`src/rtl/lbist_pkg.sv`:
```
// LBIST register map, CTRL/STATUS bit positions and session FSM states.
// Both the Wishbone session initiator and the LBIST register block import this.
package lbist_pkg;

  localparam logic [1:0] LBIST_ADDR_CTRL   = 2'd0;
  localparam logic [1:0] LBIST_ADDR_CFG    = 2'd1;
  localparam logic [1:0] LBIST_ADDR_STATUS = 2'd2;
  localparam logic [1:0] LBIST_ADDR_SIG    = 2'd3;

  localparam int LBIST_CTRL_SRST   = 0;
  localparam int LBIST_CTRL_START  = 1;
  localparam int LBIST_STATUS_DONE = 0;

  typedef enum logic [3:0] {
    ST_IDLE,
    ST_W_SRST,
    ST_W_REL,
    ST_W_CFG,
    ST_W_GO,
    ST_POLL,
    ST_GAP,
    ST_R_SIG,
    ST_CMP
  } seq_state_t;

  typedef struct packed {
    logic        wr;
    logic [1:0]  addr;
    logic [31:0] wdata;
  } wb_req_t;

  function automatic logic [31:0] ctrl_word(input logic srst, input logic start);
    logic [31:0] w;
    w                   = '0;
    w[LBIST_CTRL_SRST]  = srst;
    w[LBIST_CTRL_START] = start;
    return w;
  endfunction

endpackage

```
`src/rtl/lbist_wb_xfer.sv`:
```
// Single Wishbone transfer engine: registered cs/addr/wr/wdata held until ack/err; done/err are combinational on that edge.
// Accepts a request only while idle, so cs is always low for at least one cycle between transfers.
module lbist_wb_xfer
  import lbist_pkg::*;
(
  input  logic        i_clk,
  input  logic        i_rst_n,
  input  logic        i_req_vld,
  output logic        o_req_rdy,
  input  wb_req_t     i_req_dat,
  output logic        o_done,
  output logic        o_err,
  output logic [31:0] o_rdata,
  output logic        o_wbm_cs,
  output logic [1:0]  o_wbm_addr,
  output logic        o_wbm_wr,
  output logic [31:0] o_wbm_wdata,
  output logic [3:0]  o_wbm_be,
  input  logic [31:0] i_wbm_rdata,
  input  logic        i_wbm_ack,
  input  logic        i_wbm_err
);

  logic    r_cs;
  wb_req_t r_req;

  assign o_req_rdy = ~r_cs;
  // err wins when the target raises ack and err together
  assign o_err     = r_cs & i_wbm_err;
  assign o_done    = r_cs & i_wbm_ack & ~i_wbm_err;
  assign o_rdata   = i_wbm_rdata;

  always_ff @(posedge i_clk or negedge i_rst_n) begin
    if (!i_rst_n) begin
      r_cs  <= 1'b0;
      r_req <= '0;
    end else if (r_cs) begin
      if (i_wbm_ack | i_wbm_err) r_cs <= 1'b0;
    end else if (i_req_vld) begin
      r_cs  <= 1'b1;
      r_req <= i_req_dat;
    end
  end

  assign o_wbm_cs    = r_cs;
  assign o_wbm_addr  = r_req.addr;
  assign o_wbm_wr    = r_req.wr;
  assign o_wbm_wdata = r_req.wdata;
  assign o_wbm_be    = 4'hF;

endmodule

```
`src/rtl/lbist_wb_seq.sv`:
```
// Autonomous LBIST session initiator: soft-reset, configure, start, poll STATUS, read SIG, compare to golden.
// seq_start is taken only when idle; define LBIST_SEQ_TIMEOUT_EN to bound polling to POLL_MAX STATUS reads.
module lbist_wb_seq
  import lbist_pkg::*;
#(
  parameter int POLL_GAP = 16,
  parameter int POLL_MAX = 4096
) (
  input  logic        wb_clk,
  input  logic        wb_rst_n,
  input  logic        seq_start,
  input  logic [15:0] cfg_pat,
  input  logic [15:0] cfg_depth,
  input  logic [31:0] cfg_gold_sig,
  output logic        wbm_cs,
  output logic [1:0]  wbm_addr,
  output logic        wbm_wr,
  output logic [31:0] wbm_wdata,
  output logic [3:0]  wbm_be,
  input  logic [31:0] wbm_rdata,
  input  logic        wbm_ack,
  input  logic        wbm_err,
  output logic        seq_busy,
  output logic        seq_done,
  output logic        seq_pass,
  output logic        seq_fail,
  output logic        seq_err,
  output logic [31:0] seq_sig
);

  localparam int GW = $clog2(POLL_GAP + 1);

  seq_state_t  r_state, w_next;
  logic        w_req_vld, w_req_rdy, w_xdone, w_xerr, w_timeout, w_accept;
  wb_req_t     w_req_dat;
  logic [31:0] w_rdata;
  logic        r_launched;
  logic [GW-1:0] r_gap_cnt;
  logic [15:0] r_pat, r_depth;
  logic [31:0] r_gold, r_sig;
  logic        r_done, r_pass, r_fail, r_err;

  assign w_accept = (r_state == ST_IDLE) & seq_start;

  lbist_wb_xfer u_xfer (
    .i_clk       (wb_clk),
    .i_rst_n     (wb_rst_n),
    .i_req_vld   (w_req_vld),
    .o_req_rdy   (w_req_rdy),
    .i_req_dat   (w_req_dat),
    .o_done      (w_xdone),
    .o_err       (w_xerr),
    .o_rdata     (w_rdata),
    .o_wbm_cs    (wbm_cs),
    .o_wbm_addr  (wbm_addr),
    .o_wbm_wr    (wbm_wr),
    .o_wbm_wdata (wbm_wdata),
    .o_wbm_be    (wbm_be),
    .i_wbm_rdata (wbm_rdata),
    .i_wbm_ack   (wbm_ack),
    .i_wbm_err   (wbm_err)
  );

`ifdef LBIST_SEQ_TIMEOUT_EN
  localparam int PW = $clog2(POLL_MAX + 1);
  logic [PW-1:0] r_poll_cnt;

  always_ff @(posedge wb_clk or negedge wb_rst_n) begin
    if (!wb_rst_n)                   r_poll_cnt <= '0;
    else if (w_accept)               r_poll_cnt <= '0;
    else if ((r_state == ST_POLL) && w_xdone && (r_poll_cnt != PW'(POLL_MAX)))
                                     r_poll_cnt <= r_poll_cnt + 1'b1;
  end

  assign w_timeout = (r_state == ST_POLL) & w_xdone & ~w_rdata[LBIST_STATUS_DONE] &
                     (r_poll_cnt == PW'(POLL_MAX - 1));
`else
  logic w_unused_poll_max;
  assign w_unused_poll_max = (POLL_MAX > 0);
  assign w_timeout         = 1'b0;
`endif

  always_ff @(posedge wb_clk or negedge wb_rst_n) begin
    if (!wb_rst_n) r_state <= ST_IDLE;
    else           r_state <= w_next;
  end

  // Each bus state issues exactly one transfer; r_launched blocks a reissue while it is in flight.
  always_comb begin
    w_next    = r_state;
    w_req_vld = 1'b0;
    w_req_dat = '{wr: 1'b1, addr: LBIST_ADDR_CTRL, wdata: 32'd0};
    case (r_state)
      ST_IDLE: begin
        w_req_vld       = seq_start;
        w_req_dat.wdata = ctrl_word(1'b1, 1'b0);
        if (seq_start) w_next = ST_W_SRST;
      end
      ST_W_SRST: begin
        w_req_vld       = ~r_launched;
        w_req_dat.wdata = ctrl_word(1'b1, 1'b0);
        if (w_xdone) w_next = ST_W_REL;
      end
      ST_W_REL: begin
        w_req_vld       = ~r_launched;
        w_req_dat.wdata = ctrl_word(1'b0, 1'b0);
        if (w_xdone) w_next = ST_W_CFG;
      end
      ST_W_CFG: begin
        w_req_vld      = ~r_launched;
        w_req_dat.addr = LBIST_ADDR_CFG;
        w_req_dat.wdata = {r_depth, r_pat};
        if (w_xdone) w_next = ST_W_GO;
      end
      ST_W_GO: begin
        w_req_vld       = ~r_launched;
        w_req_dat.wdata = ctrl_word(1'b0, 1'b1);
        if (w_xdone) w_next = ST_POLL;
      end
      ST_POLL: begin
        w_req_vld      = ~r_launched;
        w_req_dat.wr   = 1'b0;
        w_req_dat.addr = LBIST_ADDR_STATUS;
        if (w_timeout)   w_next = ST_IDLE;
        else if (w_xdone) w_next = w_rdata[LBIST_STATUS_DONE] ? ST_R_SIG : ST_GAP;
      end
      ST_GAP: begin
        if (r_gap_cnt == GW'(POLL_GAP - 1)) w_next = ST_POLL;
      end
      ST_R_SIG: begin
        w_req_vld      = ~r_launched;
        w_req_dat.wr   = 1'b0;
        w_req_dat.addr = LBIST_ADDR_SIG;
        if (w_xdone) w_next = ST_CMP;
      end
      ST_CMP:  w_next = ST_IDLE;
      default: w_next = ST_IDLE;
    endcase
    if (w_xerr) w_next = ST_IDLE;
  end

  always_ff @(posedge wb_clk or negedge wb_rst_n) begin
    if (!wb_rst_n)                    r_launched <= 1'b0;
    else if (w_xdone | w_xerr)        r_launched <= 1'b0;
    else if (w_req_vld & w_req_rdy)   r_launched <= 1'b1;
  end

  always_ff @(posedge wb_clk or negedge wb_rst_n) begin
    if (!wb_rst_n)                       r_gap_cnt <= '0;
    else if (r_state != ST_GAP)          r_gap_cnt <= '0;
    else if (r_gap_cnt != GW'(POLL_GAP)) r_gap_cnt <= r_gap_cnt + 1'b1;
  end

  always_ff @(posedge wb_clk or negedge wb_rst_n) begin
    if (!wb_rst_n) begin
      r_done  <= 1'b0;
      r_pass  <= 1'b0;
      r_fail  <= 1'b0;
      r_err   <= 1'b0;
      r_sig   <= '0;
      r_pat   <= '0;
      r_depth <= '0;
      r_gold  <= '0;
    end else begin
      r_done <= 1'b0;
      if (w_accept) begin
        r_pass  <= 1'b0;
        r_fail  <= 1'b0;
        r_err   <= 1'b0;
        r_pat   <= cfg_pat;
        r_depth <= cfg_depth;
        r_gold  <= cfg_gold_sig;
      end
      if (w_xerr | w_timeout) begin
        r_err  <= 1'b1;
        r_done <= 1'b1;
      end
      if ((r_state == ST_R_SIG) && w_xdone) r_sig <= w_rdata;
      if (r_state == ST_CMP) begin
        r_done <= 1'b1;
        r_pass <= (r_sig == r_gold);
        r_fail <= (r_sig != r_gold);
      end
    end
  end

  assign seq_busy = (r_state != ST_IDLE);
  assign seq_done = r_done;
  assign seq_pass = r_pass;
  assign seq_fail = r_fail;
  assign seq_err  = r_err;
  assign seq_sig  = r_sig;

endmodule
```
`config.mk`:
```
export PLATFORM = sky130hd
export DESIGN_NAME = lbist_wb_seq
export DESIGN_NICKNAME = d
export VERILOG_FILES = /design/src/rtl/lbist_pkg.sv /design/src/rtl/lbist_wb_xfer.sv /design/src/rtl/lbist_wb_seq.sv
export SDC_FILE = /design/constraint.sdc
export NUM_CORES = 1
export LEC_CHECK = 0
export CORE_ASPECT_RATIO = 0.5
export CORE_MARGIN = 2
export CORE_UTILIZATION = 51
export CTS_CLUSTER_SIZE = 16
export DETAILED_ROUTE_END_ITERATION = 10
export PLACE_DENSITY = 0.9
export SLEW_MARGIN = 40
export SYNTH_ARGS = -nofsm -noshare
export SYNTH_HDL_FRONTEND = slang
export SYNTH_SLANG_ARGS = --single-unit
```
`constraint.sdc`:
```
create_clock -name wb_clk -period 4.9 [get_ports wb_clk]
set_input_delay 0.49 -clock wb_clk [delete_from_list [all_inputs] [get_ports wb_clk]]
set_output_delay 0.49 -clock wb_clk [all_outputs]
set_load 0.05 [all_outputs]
```
==> impl_metrics.py, run 1 <==
metrics = {
    "route": {
        "wirelength_um": 14600,
        "top_layer_used": "met4",
        "drt_iter0_drc": 214,
        "dr.pass1.iters": 4,
        "route.detailed.drc": 0,
        "wl_met1_um": 6050,
        "vias_per_cell": 5.17,
        "wl_met3_um": 605,
        "via_count": 4331,
        "antenna_left": 0,
        "met2_wirelength_um": 7630,
        "wl_per_cell_um": 17.4,
    },
    "worst_setup_path": {
        "setup.worst_path.start_class": "flop",
        "path_class": "reg2out",
        "cp-end-kind": "output port",
        "crit_chain": "nor2_1 > nand2_1 > clkdlybuf4s50_1",
        "crit_arrival_ns": 2.22,
        "reg2reg_slack_ns": 2.76,
        "crit_slowest_cell": "clkdlybuf4s50_1",
        "slowest_delay_ns": 0.80,
        "worstPathMaxFanout": 17,
        "critPathBufInv": 1,
        "required_ns": 4.41,
        "cpLargestDelayFamily": "buffers and inverters",
    },
    "power": {
        "combinationalPowerShare_pct": 36.1,
        "internal-power_w": 0.00332,
        "ir_drop_mv": 0.307,
        "p_sw_w": 0.00186,
        "totalPowerFinal_w": 0.00518,
        "pwr-share-seq_pct": 36.9,
        "powerDensity_mw_per_mm2": 599,
        "power_frac_clock_pct": 26.9,
        "total_leakage_power_nw": 3.79,
        "switching_share_pct": 35.8,
    },
    "sta": {
        "rsz0062_at_grt": "no",
        "finalSetupTns_ns": 0,
        "final_hold_viol_count": 0,
        "post-route-period-util_pct": 55.2,
        "setup_viol": 0,
        "setup_ws_ns": 2.19,
        "fin_skew_ns": 0.00881,
        "max_freq_mhz": 370,
        "period_minus_slack_ns": 2.71,
        "worst_slew_pin_slew_ns": 0.751,
        "slew_headroom_pct": 49.9,
        "slew_viol_final": 0,
    },
    "grt": {
        "grt_max_degree": 102,
        "grt_overflow": 0,
        "antenna_found_initial": 0,
        "grt_pass1_vias": 4529,
        "grt_pass1_wl_um": 23000,
        "grtUsageTotal_pct": 23.1,
    },
    "finish": {
        "diodes": 0,
        "syn_to_final_growth_pct": 40.3,
        "layout_common_cells": "clkdlybuf4s50_1 (172), dfrtp_1 (146), mux2_2 (97)",
        "layout-drive-gt1-share_pct": 20.7,
        "layout_commonest_cell": "clkdlybuf4s50_1",
        "nets": 764,
    },
    "synthesis": {
        "syn_inst": 490,
        "ys_seq_elements": 146,
        "yosysUniqueCellTypes": 39,
        "yosysWarnings": 0,
        "avgSynthCellArea_um2": 12.6,
        "muxShareOfSynthArea_pct": 17.9,
        "synth_xor_area_share_pct": 5.11,
        "synth_compound_area_share_pct": 4.69,
        "yosysSeqAreaShare_pct": 59.2,
        "synth_top_family_by_area": "multiplexers",
        "synthSimpleGateAreaFrac_pct": 8.72,
        "synthAdderAreaFrac_pct": 0.609,
        "synth_area_mm2": 0.00617,
    },
    "cts": {
        "cts_hold_buf": 0,
        "clkLatencyLatePin_ns": 0.41,
        "cts_resized": 0,
        "cts_tree": "built",
        "path_clk_slew_ns": 0.06,
        "cts_made_buffers": 17,
        "clockRootBuffer": "clkbuf_16",
        "cts_buffer_depth": 2,
        "cts.sinks": 146,
        "post_cts_buffers": 0,
        "htree_levels": 4,
    },
    "floorplanning": {
        "rows": 28,
        "io_pins": 178,
        "core_mm2": 0.0118,
        "start_util_pct": 52.2,
        "design.die.area_mm2": 0.0130,
        "die_x_um": 160,
        "die_y_um": 81.8,
    },
    "worst_hold_path": {
        "worst_hold_path_type": "in2async",
    },
    "placed_design": {
        "port_buffers": 173,
        "pre_cts_slack_ns": 2.47,
        "dp_hpwl_um": 9420,
        "place_congestion": 0.826,
    },
    "status": {
        "status": "complete, no violations",
    },
    "job": {
        "maxCapViolations": 0,
    },
}
-- power groups by stage --
stage | registers, W | clock network [W] | logic (W)
2_1_floorplan | 0.00230 | 0 | 0.000904
3_3_place_gp | 0.00189 | 0 | 0.00177
3_5_place_dp | 0.00192 | 0 | 0.00185
4_1_cts | 0.00191 | 0.00142 | 0.00189
5_1_grt | 0.00196 | 0.00148 | 0.00200
6_report | 0.00191 | 0.00139 | 0.00187
-- through the flow --
step	cell area, um^2	instances	util, %	hold slack, ns
global route	8650	838	73.3	0.161
global placement	7950	804	67.3	0.460
CTS	8650	838	73.3	0.139
floorplan	6180	493	-	0.194
detailed placement	8010	806	67.8	0.471
finish	8650	838	73.3	0.0795
-- logic make-up after synthesis --
group / Yosys count
XOR/XNOR: 36
other: 1
adder cells (fa/ha/maj): 3
flip-flops: 146
buffers and inverters: 35
multiplexers: 98
AND/OR/NAND/NOR: 121
AO/OA/AOI/OAI: 50
-- final timing paths --
path,start,to,cells past startpoint
setup / recovery,r_state[2],seq_busy,3
hold / removal,wb_rst_n,r_gold[2],1
setup reg to reg,r_state[2],u_xfer.o_wbm_wdata[0],5
hold reg to reg,u_xfer.o_wbm_wdata[13],u_xfer.o_wbm_wdata[13],2
max in group asynchronous,wb_rst_n,u_xfer.o_wbm_wdata[10],2
min in group wb_clk,u_xfer.o_wbm_wdata[13],u_xfer.o_wbm_wdata[13],2
-- cell usage after synthesis (all sizes together) --
master | instances | area, um^2
dfrtp | 146 | 3650
mux2 | 97 | 1090
nand2 | 81 | 304
o21ai | 35 | 175
xor2 | 33 | 289
buf | 25 | 188
nor2 | 9 | 36.3
nor4 | 8 | 50.1
nor2b | 6 | 37.5
a21oi | 5 | 25.0
clkbuf | 5 | 21.3
inv | 5 | 18.8
ha | 3 | 37.5
nor3 | 3 | 15.0
xnor2 | 3 | 26.3
a211o | 2 | 17.5
nand3 | 2 | 10.0
nand3b | 2 | 15.0
nand4 | 2 | 12.5
nor3b | 2 | 15.0
o31ai | 2 | 25.0
a22o | 1 | 8.76
a22oi | 1 | 7.51
a311oi | 1 | 8.76
a31oi | 1 | 6.26
and3 | 1 | 6.26
and4 | 1 | 8.76
conb | 1 | 3.75
mux2i | 1 | 10.0
nand2b | 1 | 6.26
nor4b | 1 | 8.76
o211ai | 1 | 7.51
o21bai | 1 | 7.51
or2 | 1 | 6.26
or3 | 1 | 6.26
-- flip-flops by register name, summed over array words and instances (netlist names) --
signal,count
r_gold,32
seq_sig,32
u_xfer.o_wbm_wdata,32
r_depth,16
r_pat,16
r_gap_cnt,5
r_state,4
u_xfer.o_wbm_addr,2
r_launched,1
seq_done,1
seq_err,1
seq_fail,1
seq_pass,1
u_xfer.o_wbm_cs,1
u_xfer.o_wbm_wr,1
-- layout make-up --
type                    instances  area [um^2]
flip-flops and latches        146         3650
fillers                       786         3160
multi-input cells             312         2320
repair buffers                178         1810
clock buffers                  24          492
well taps                     165          206
clock inverters                 8          149
inverters                       5         18.8
-- routing by layer --
layer  global-route usage (%)  vias to the layer above
met5                        0                        -
met4                     9.82                        0
met3                     5.56                       25
met2                     41.3                      116
met1                     27.6                     2173
li1                         -                     2017
Note: power is estimated with default switching activity, not from simulation.
==> inputs of run 2 (changes only) <==
--- a/config.mk
+++ b/config.mk
@@ -7,10 +7,10 @@
 export LEC_CHECK = 0
 export CORE_ASPECT_RATIO = 0.5
 export CORE_MARGIN = 2
-export CORE_UTILIZATION = 51
+export CORE_UTILIZATION = 43
 export CTS_CLUSTER_SIZE = 16
 export DETAILED_ROUTE_END_ITERATION = 10
-export PLACE_DENSITY = 0.9
+export PLACE_DENSITY = 0.81
 export SLEW_MARGIN = 40
 export SYNTH_ARGS = -nofsm -noshare
 export SYNTH_HDL_FRONTEND = slang
==> constraint.sdc (replaced) <==
create_clock -name wb_clk -period 2.3 [get_ports wb_clk]
set_input_delay 0.23 -clock wb_clk [delete_from_list [all_inputs] [get_ports wb_clk]]
set_output_delay 0.23 -clock wb_clk [all_outputs]
set_load 0.05 [all_outputs]
==> impl_metrics.py, run 2 (same netlist as run 1, synthesis figures left out) <==
metrics = {
    "sta": {
        "period_minus_slack_ns": 2.04,
        "final_hold_viol_count": 0,
        "fin_skew_ns": 0.0147,
        "post-route-period-util_pct": 88.6,
        "worst_slew_pin_slew_ns": 0.626,
        "max_freq_mhz": 490,
        "finalSetupTns_ns": 0,
        "setup_viol": 0,
        "rsz0062_at_grt": "no",
        "slew_viol_final": 0,
        "slew_headroom_pct": 58.3,
    },
    "worst_setup_path": {
        "critPathBufInv": 1,
        "path_class": "reg2out",
        "setup.worst_path.start_class": "flop",
        "crit_arrival_ns": 1.81,
        "required_ns": 2.07,
        "cp-end-kind": "output port",
        "worstPathMaxFanout": 17,
        "crit_slowest_cell": "dfrtp_1",
        "cpLargestDelayFamily": "flip-flops",
        "r2r_cells": 4,
        "slowest_delay_ns": 0.66,
        "cp.depth": 3,
        "crit_chain": "nor2_1 > nand2_1 > dlygate4sd2_1",
    },
    "power": {
        "totalPowerFinal_w": 0.0109,
        "power_frac_clock_pct": 26.8,
        "p_sw_w": 0.00395,
        "pwr-share-seq_pct": 37.1,
        "switching_share_pct": 36.1,
        "ir_drop_mv": 0.761,
        "internal-power_w": 0.00699,
        "combinationalPowerShare_pct": 36.1,
        "total_leakage_power_nw": 3.83,
        "powerDensity_mw_per_mm2": 1250,
    },
    "grt": {
        "grt_pass1_wl_um": 22800,
        "grt_pass1_vias": 4537,
        "grt_overflow": 0,
        "grt_max_degree": 69,
        "antenna_found_initial": 0,
        "grtUsageTotal_pct": 19.2,
    },
    "finish": {
        "layout-drive-gt1-share_pct": 22.1,
        "nets": 773,
        "layout_common_cells": "clkdlybuf4s50_1 (171), dfrtp_1 (146), mux2_2 (97)",
        "multiInputGateArea_mm2": 0.00232,
        "diodes": 0,
        "layout_commonest_cell": "clkdlybuf4s50_1",
        "fill_cells": 1080,
        "syn_to_final_growth_pct": 41.5,
        "seq_area_mm2": 0.00365,
    },
    "route": {
        "via_count": 4284,
        "route.detailed.drc": 0,
        "vias_per_cell": 4.90,
        "drt_iter0_drc": 156,
        "dr.pass1.iters": 4,
        "wirelength_um": 14100,
        "antenna_left": 0,
        "wl_per_cell_um": 16.1,
    },
    "placed_design": {
        "dp_hpwl_um": 10000,
        "port_buffers": 173,
        "place_congestion": 0.801,
    },
    "cts": {
        "cts_buffer_depth": 2,
        "clockRootBuffer": "clkbuf_16",
        "post_cts_buffers": 0,
        "cts.sinks": 146,
        "htree_levels": 4,
        "clkLatencyLatePin_ns": 0.41,
        "cts_tree": "built",
        "cts_made_buffers": 17,
        "path_clk_slew_ns": 0.06,
    },
    "floorplanning": {
        "core_mm2": 0.0138,
        "die_x_um": 173,
        "io_pins": 178,
        "rows": 30,
        "start_util_pct": 44.8,
        "design.die.area_mm2": 0.0154,
        "die_y_um": 88.7,
    },
    "job": {
        "maxCapViolations": 0,
    },
    "worst_hold_path": {
        "worst_hold_path_type": "in2async",
    },
    "status": {
        "status": "complete, no violations",
    },
}
run 2: changes by cell type in the layout (fill, tap and decap cells not counted), moves of 2 or more:
cell and delta:
buf_4 +8, clkbuf_1 -3, clkbuf_8 -4, clkinv_4 +5, inv_6 +2
run 2: final cells by class:
cell class / instances / share of cell area, %
multi-input cells: 312 / 26.6
repair buffers: 187 / 21.4
clock inverters: 15 / 2.38
flip-flops and latches: 146 / 41.9
inverters: 5 / 0.215
well taps: 192 / 2.75
clock buffers: 17 / 4.87
run 2: through the flow:
step / setup slack [ns] / cell area, um^2 / std cells / util, % / hold WS, ns
finish: 0.261 / 8730 / 874 / 63.4 / 0.401
global placement: 0.328 / 8090 / 841 / 58.7 / 0.274
detailed placement: 0.253 / 8090 / 841 / 58.7 / 0.275
floorplan: 0.418 / 6180 / 493 / - / -0.0656
global route: 0.133 / 8730 / 874 / 63.4 / 0.419
CTS: 0.270 / 8730 / 874 / 63.4 / 0.417
run 2: final timing paths:
check / startpoint / to / slack [ns]
max in group asynchronous: wb_rst_n / u_xfer.o_wbm_wr / 1.17
setup reg to reg: r_state[2] / seq_sig[8] / 0.31
setup / recovery: r_state[2] / seq_busy / 0.26
hold reg to reg: u_xfer.o_wbm_wdata[30] / u_xfer.o_wbm_wdata[30] / 0.48
min in group wb_clk: wbm_rdata[25] / seq_sig[25] / 0.43
hold / removal: wb_rst_n / r_gold[2] / 0.40
run 2: power by group through the flow:
stage,Combinational (W),Sequential (W),Clock [W]
4_1_cts,0.00400,0.00406,0.00299
3_5_place_dp,0.00398,0.00410,0
3_3_place_gp,0.00388,0.00405,0
2_1_floorplan,0.00193,0.00490,0
5_1_grt,0.00425,0.00418,0.00309
6_report,0.00395,0.00406,0.00293
run 2: timing repair:
| item | CTS | global route |
|---|---|---|
| resized for setup | 1 | 0 |
| setup endpoints to repair | 1 | 0 |
| hold buffers | 1 | 0 |
| endpoints found under the hold margin | 65 | 0 |
run 2: worst register-to-register path: cells and delay by family, from the launching register on:
family	cells	cell delay (ns)
flip-flops	1	0.66
buffers and inverters	1	0.27
multiplexers	1	0.38
AND/OR/NAND/NOR	2	0.57
run 2: metal layers:
| metal | GRT usage (%) | share of wire, % | vias to the layer above |
|---|---|---|---|
| met3 | 4.68 | 4.0 | 16 |
| met4 | 6.55 | 1.5 | 0 |
| met2 | 34.1 | 52 | 107 |
| met5 | 0 | 0 | - |
| li1 | - | - | 2028 |
| met1 | 23.4 | 43 | 2133 |
